**src/rtl/kb_pkg.sv**
```systemverilog
// Shared types and helpers for the 8x5 key-matrix scanner.
package kb_pkg;

  localparam int KB_ROWS = 8;
  localparam int KB_COLS = 5;
  localparam int KB_KEYS = 40;

  typedef enum logic [1:0] {IDLE, DRIVE, SAMPLE, EVAL} kb_scan_state_e;

  typedef struct packed {
    logic       press;
    logic [5:0] code;
  } kb_evt_t;

  // Rows 0..3 map to A11..A8 and rows 4..7 to A15..A12; A7..A0 are never driven low.
  function automatic logic [15:0] row_to_ain(input logic [2:0] row);
    logic [15:0] ain;
    ain = 16'hFFFF;
    case (row)
      3'd0: ain[11] = 1'b0;
      3'd1: ain[10] = 1'b0;
      3'd2: ain[9]  = 1'b0;
      3'd3: ain[8]  = 1'b0;
      3'd4: ain[15] = 1'b0;
      3'd5: ain[14] = 1'b0;
      3'd6: ain[13] = 1'b0;
      default: ain[12] = 1'b0;
    endcase
    return ain;
  endfunction

endpackage

```
**src/rtl/kb_evt_fifo.sv**
```systemverilog
// Synchronous event queue; the writer must only push when !full or when popping in the same cycle.
module kb_evt_fifo
  import kb_pkg::*;
#(
  parameter int DEPTH = 4
) (
  input  logic    clk,
  input  logic    rst_n,
  input  logic    push,
  input  kb_evt_t push_data,
  output logic    full,
  input  logic    pop,
  output logic    empty,
  output kb_evt_t head
);

  localparam int AW = $clog2(DEPTH);

  kb_evt_t       mem [DEPTH];
  logic [AW:0]   wr_ptr;
  logic [AW:0]   rd_ptr;

  // Pointers carry one wrap bit so full and empty are distinguishable.
  assign empty = (wr_ptr == rd_ptr);
  assign full  = (wr_ptr[AW] != rd_ptr[AW]) && (wr_ptr[AW-1:0] == rd_ptr[AW-1:0]);
  assign head  = mem[rd_ptr[AW-1:0]];

  always_ff @(posedge clk or negedge rst_n) begin
    if (!rst_n) begin
      wr_ptr <= '0;
      rd_ptr <= '0;
    end else begin
      if (push) wr_ptr <= wr_ptr + 1'b1;
      if (pop)  rd_ptr <= rd_ptr + 1'b1;
    end
  end

  always_ff @(posedge clk) begin
    if (push) mem[wr_ptr[AW-1:0]] <= push_data;
  end

endmodule

```
**src/rtl/kb_scan_ctrl.sv**
```systemverilog
// Autonomous 8x5 key-matrix scanner with per-key debounce and a press/release event queue.
module kb_scan_ctrl
  import kb_pkg::*;
#(
  parameter int SETTLE_CYC     = 4,
  parameter int DEBOUNCE_SCANS = 3,
  parameter int FIFO_DEPTH     = 4
) (
  input  logic               clk,
  input  logic               rst_n,
  input  logic               en,
  output logic [15:0]        scan_ain,
  input  logic [7:0]         kb_din,
  output logic               ev_valid,
  input  logic               ev_ready,
  output logic [5:0]         ev_code,
  output logic               ev_press,
  output logic [KB_KEYS-1:0] key_state,
  output logic               scan_done,
  output kb_scan_state_e     dbg_state
);

  localparam int SW = (SETTLE_CYC > 1) ? $clog2(SETTLE_CYC) : 1;
  localparam int CW = $clog2(DEBOUNCE_SCANS + 1);
  localparam logic [SW-1:0] SETTLE_LAST = SW'(SETTLE_CYC - 1);
  localparam logic [CW-1:0] CNT_LAST    = CW'(DEBOUNCE_SCANS - 1);

  kb_scan_state_e state_q, state_d;
  logic [2:0]     row_q, row_d;
  logic [2:0]     col_q, col_d;
  logic [SW-1:0]  settle_q, settle_d;
  logic           done_d;
  logic [4:0]     cols_q;
  logic [CW-1:0]  cnt_q [KB_KEYS];

  logic [5:0]     key_idx;
  logic [CW-1:0]  cnt_cur;
  logic           raw, cur, in_eval, flip, bump, stall;
  logic           pop, push, can_push, fifo_full, fifo_empty;
  kb_evt_t        push_evt, head_evt;
  logic [2:0]     unused_din;

  assign unused_din = kb_din[7:5];

  // Event handshake: an event transfers on any cycle where ev_valid && ev_ready;
  // ev_valid stays high and ev_code/ev_press stay stable until that transfer.
  assign ev_valid = !fifo_empty;
  assign ev_code  = head_evt.code;
  assign ev_press = head_evt.press;
  assign pop      = ev_valid && ev_ready;
  assign can_push = !fifo_full || pop;
  assign dbg_state = state_q;

  assign key_idx  = ({3'b000, row_q} * 6'd5) + {3'b000, col_q};
  assign cnt_cur  = cnt_q[key_idx];
  assign raw      = cols_q[col_q];
  assign cur      = key_state[key_idx];
  assign in_eval  = (state_q == EVAL);
  assign flip     = in_eval && (raw != cur) && (cnt_cur == CNT_LAST);
  assign bump     = in_eval && (raw != cur) && (cnt_cur != CNT_LAST);
  assign stall    = flip && !can_push;
  assign push     = flip && can_push;
  assign push_evt = {raw, key_idx};

  always_ff @(posedge clk or negedge rst_n) begin
    if (!rst_n) begin
      state_q   <= IDLE;
      row_q     <= '0;
      col_q     <= '0;
      settle_q  <= '0;
      scan_done <= 1'b0;
    end else begin
      state_q   <= state_d;
      row_q     <= row_d;
      col_q     <= col_d;
      settle_q  <= settle_d;
      scan_done <= done_d;
    end
  end

  always_comb begin
    state_d  = state_q;
    row_d    = row_q;
    col_d    = col_q;
    settle_d = settle_q;
    done_d   = 1'b0;
    scan_ain = (state_q == IDLE) ? 16'hFFFF : row_to_ain(row_q);
    case (state_q)
      IDLE: begin
        row_d = '0;
        if (en) begin
          state_d  = DRIVE;
          settle_d = '0;
        end
      end
      DRIVE: begin
        if (settle_q == SETTLE_LAST) state_d = SAMPLE;
        else                         settle_d = settle_q + 1'b1;
      end
      SAMPLE: begin
        state_d = EVAL;
        col_d   = '0;
      end
      EVAL: begin
        // A stalled column holds everything until the queue can take its event.
        if (!stall) begin
          if (col_q == 3'd4) begin
            col_d    = '0;
            settle_d = '0;
            if (row_q == 3'd7) begin
              done_d = 1'b1;
              row_d  = '0;
            end else begin
              row_d = row_q + 1'b1;
            end
            if (en) begin
              state_d = DRIVE;
            end else begin
              state_d = IDLE;
              row_d   = '0;
            end
          end else begin
            col_d = col_q + 1'b1;
          end
        end
      end
      default: state_d = IDLE;
    endcase
  end

  always_ff @(posedge clk or negedge rst_n) begin
    if (!rst_n) begin
      cols_q    <= '0;
      key_state <= '0;
      for (int i = 0; i < KB_KEYS; i++) cnt_q[i] <= '0;
    end else begin
      if (state_q == SAMPLE) cols_q <= ~kb_din[4:0];
      if (push) begin
        key_state[key_idx] <= raw;
        cnt_q[key_idx]     <= '0;
      end else if (bump) begin
        cnt_q[key_idx] <= cnt_cur + 1'b1;
      end else if (in_eval && (raw == cur)) begin
        cnt_q[key_idx] <= '0;
      end
    end
  end

  kb_evt_fifo #(.DEPTH(FIFO_DEPTH)) u_fifo (
    .clk       (clk),
    .rst_n     (rst_n),
    .push      (push),
    .push_data (push_evt),
    .full      (fifo_full),
    .pop       (pop),
    .empty     (fifo_empty),
    .head      (head_evt)
  );

endmodule

```
**config.mk**
```make
export PLATFORM = sky130hd
export DESIGN_NAME = kb_scan_ctrl
export DESIGN_NICKNAME = d
export VERILOG_FILES = /design/src/rtl/kb_pkg.sv /design/src/rtl/kb_evt_fifo.sv /design/src/rtl/kb_scan_ctrl.sv
export SDC_FILE = /design/constraint.sdc
export NUM_CORES = 1
export LEC_CHECK = 0
export CAP_MARGIN = 30
export CORE_ASPECT_RATIO = 1.25
export CORE_MARGIN = 5
export CORE_UTILIZATION = 58
export CTS_CLUSTER_DIAMETER = 100
export DETAILED_ROUTE_END_ITERATION = 8
export PLACE_DENSITY_LB_ADDON = 0.1
export SLEW_MARGIN = 40
export SYNTH_ARGS = -nofsm -noshare
export SYNTH_HDL_FRONTEND = slang
export SYNTH_SLANG_ARGS = --single-unit
export TNS_END_PERCENT = 100
```
**constraint.sdc**
```tcl
create_clock -name clk -period 7.3 [get_ports clk]
set_input_delay 2.19 -clock clk [delete_from_list [all_inputs] [get_ports clk]]
set_output_delay 2.19 -clock clk [all_outputs]
set_load 0.05 [all_outputs]
```
==> impl_metrics.tcl <==
set metrics [dict create \
    syn_inst 752 \
    slew_headroom 0.462 \
    drive_above_1_share 0.260 \
    clock_skew_ns 0.0150 \
    min_delay_worst_endpoint "u_fifo.wr_ptr[2]" \
    max_stage_delay_ns 1.17 \
    tns_ns 0 \
    fillCellCount 1206 \
    syn_area_um2 9000 \
    core_area_um2 15400 \
    grt_first_pass_wirelength_um 35600 \
    via_per_inst 6.20 \
    antennaDiodeCount 0 \
    wl_per_cell_um 21.5 \
    rows 51 \
    place_hpwl_um 15200 \
    ys_ff_latch 170 \
    startpoint_type "flip-flop" \
    grt_pass1_vias 6657 \
    cts_tree "done" \
    critPathBufInv 1 \
    rsz0062_at_grt "no" \
    power_density_nw_per_um2 362 \
    worstPathRequired_ns 7.63 \
    ys_types 61 \
    final_util 0.674 \
    die_h_um 149 \
    synthTopCellsByArea "dfrtp_1 (39%), mux2_2 (16%), edfxtp_1 (9.3%)" \
    post-route-drc-count 0 \
    drt_iter0_drc 497 \
    whs_path_depth 1 \
    drt-total-wl_um 22000 \
    critPathSlowestCell "fa_4" \
    antenna_found_initial 0 \
    cts_buffers 17 \
    multi_input_area_um2 4320 \
    critPathArrivalTime_ns 6.68 \
    grt_max_degree 75 \
    status "complete, no violations" \
    htreeDepth 4 \
    syn2layout_area_growth_pct 15.6 \
    power_leakage_nw 4.49 \
    worstMarginPinSlew_ns 0.807 \
    endpoint_kind "flip-flop" \
    yosysWarnings 0 \
    postCtsHoldBufs 0 \
    synthTopCellsByCount "dfrtp_1 (142), mux2_2 (129), nor3_1 (80), nand2_1 (54)" \
    synth_top_area_frac 0.395 \
    hold_start "u_fifo.wr_ptr[2]" \
    fin_nets 842 \
    min_period_ns 6.36 \
    grt_use_total 0.255 \
    hold_class "flip-flop to flip-flop" \
    critPathMostFrequentCell "ha_1" \
    cp_top_family "adder cells" \
    r2r-end "cnt_q[70]" \
    cts_buffer_depth 2 \
    post_cts_resized 0 \
    reg2reg_slack_ns 0.94 \
    chipWidth_um 121 \
    first_pass_iters 6 \
    r2r_start "row_q[0]" \
    slew_viol_final 0 \
    peakVddDrop_mv 0.335 \
    ios 79 \
    ant_nets 0 \
    cts.sinks 170 \
    post_cts_buffers 0 \
    synth_edf_count 28 \
    yosysMostFrequentCell "dfrtp_1" \
    r2r_cells 17 \
    synth.largest_area_cell "dfrtp_1" \
    synth_ff_type "dfrtp_1" \
    synth.avg_cell_area_um2 12.0 \
    regArea_um2 4390 \
    worst-path-max-fanout 36 \
    gp_congestion 0.863 \
    cts.clk_slew.worst_paths_ns 0.07 \
    synth_seq_area_share 0.488 \
    ys_async_sr_fraction 0.835 \
    fp.dieArea_um2 18100 \
    drv_cap 0 \
    min_period_over_period 0.871 \
    root_buffer "clkbuf_16" \
    path_cells "ha_1, ha_1, fa_4, or2_2, o22ai_1, or3_1, a21oi_1, nor2_1, a211oi_1, inv_1, ha_1, nand2_1, nor2b_1, and4_1, o21bai_4, nor3_1, mux2_2" \
    portBuffers 67 \
    fmax_ghz 0.157 \
    initial_utilization 0.583 \
    overflow 0 \
    clkLatencyLatePin_ns 0.45 \
    num_vias 6362 \
    finalSetupViolCount 0 \
    final-hold-violation-count 0 \
    critPathKind "flip-flop to flip-flop" \
]
## worst register-to-register path, cell delays in order, from the launching register on
cell and delay, ns:
dfrtp_1 0.47, ha_1 0.33, ha_1 0.33, fa_4 1.17, or2_2 0.32, o22ai_1 0.09
or3_1 0.36, a21oi_1 0.19, nor2_1 0.08, a211oi_1 0.42, inv_1 0.11, ha_1 0.33
nand2_1 0.35, nor2b_1 0.08, and4_1 0.39, o21bai_4 0.40, nor3_1 0.43, mux2_2 0.39
## flip-flops by register name, indices dropped and copies added, names as in the netlist
signal / cells
cnt_q: 80
u_fifo.wr_ptr: 3
dbg_state: 2
u_fifo.rd_ptr: 3
key_state: 40
scan_done: 1
row_q: 3
settle_q: 2
cols_q: 5
u_fifo.mem: 28
col_q: 3
## final cells by class
class / count / area share
Inverter: 24 / 0.00866
Multi-Input combinational cell: 509 / 0.415
Tap cell: 212 / 0.0255
Timing Repair Buffer: 79 / 0.0736
Sequential cell: 170 / 0.422
Clock inverter: 14 / 0.0133
Clock buffer: 18 / 0.0413
## power by group
part	switching (W)	leakage (nW)	internal [W]
clock network	0.000402	0.276	0.000478
logic	0.00113	2.02	0.000573
registers	0.000102	2.19	0.00108
total	0.00163	4.49	0.00213
## per-layer routing
metal / GRT usage / up-vias / part of all wire
li1: - / 2855 / -
met1: 0.315 / 3202 / 0.39
met2: 0.431 / 234 / 0.52
met3: 0.0535 / 71 / 0.055
met4: 0.118 / 0 / 0.037
met5: 0 / - / 0
## kinds of logic (layout without fill, tap and decap cells)
group / after synthesis / after routing / share of synthesized area
AO/OA/AOI/OAI: 71 / 71 / 0.0556
multiplexers: 171 / 171 / 0.240
adder cells (fa/ha/maj): 29 / 29 / 0.0412
other: 1 / 8 / 0.000417
AND/OR/NAND/NOR: 220 / 220 / 0.121
buffers and inverters: 80 / 135 / 0.0414
XOR/XNOR: 10 / 10 / 0.0114
flip-flops: 170 / 170 / 0.488
## metrics by stage
| step | hold slack [ns] | cell area (um^2) | cells | worst slack [ns] | total power [W] |
|---|---|---|---|---|---|
| global route | 0.512 | 10400 | 1026 | 0.678 | 0.00396 |
| floorplan | 0.459 | 9020 | 759 | 1.59 | 0.00240 |
| CTS | 0.492 | 10400 | 1026 | 0.981 | 0.00376 |
| detailed placement | 0.479 | 9830 | 994 | 1.03 | 0.00288 |
| global placement | 0.472 | 9820 | 994 | 1.17 | 0.00282 |
| finish | 0.485 | 10400 | 1026 | 0.944 | 0.00376 |
## cells in the final DEF (no fill, tap or decap), types with 4 or more instances in the layout
| cell | synthesis | layout |
|---|---|---|
| dfrtp_1 | 142 | 142 |
| mux2_2 | 129 | 129 |
| nor3_1 | 80 | 79 |
| clkdlybuf4s50_1 | 0 | 66 |
| nand2_1 | 54 | 54 |
| edfxtp_1 | 28 | 28 |
| nor2_1 | 26 | 26 |
| ha_1 | 28 | 26 |
| inv_1 | 23 | 23 |
| mux4_2 | 23 | 23 |
| nand3_1 | 21 | 21 |
| mux2i_1 | 17 | 17 |
| clkbuf_16 | 0 | 17 |
| o21ai_0 | 13 | 13 |
| buf_4 | 11 | 11 |
| o22ai_1 | 9 | 9 |
| a21oi_1 | 8 | 8 |
| o211ai_1 | 8 | 8 |
| conb_1 | 1 | 8 |
| nand2b_1 | 6 | 6 |
| nor2b_1 | 6 | 6 |
| o221ai_1 | 5 | 5 |
| a211oi_1 | 5 | 5 |
| xnor2_1 | 5 | 5 |
| inv_6 | 0 | 5 |
| or4_1 | 4 | 4 |
## how the worst max path moves through the flow
stage,slack [ns],cells past startpoint,end,start
finish,0.94,17,cnt_q[70],row_q[0]
global route,0.68,17,cnt_q[70],row_q[0]
CTS,0.98,17,cnt_q[70],row_q[0]
detailed placement,1.03,17,cnt_q[70],row_q[0]
global placement,1.17,17,cnt_q[71],row_q[0]
floorplan,1.59,23,row_q[0],row_q[0]
(Power assumes the default switching activity.)
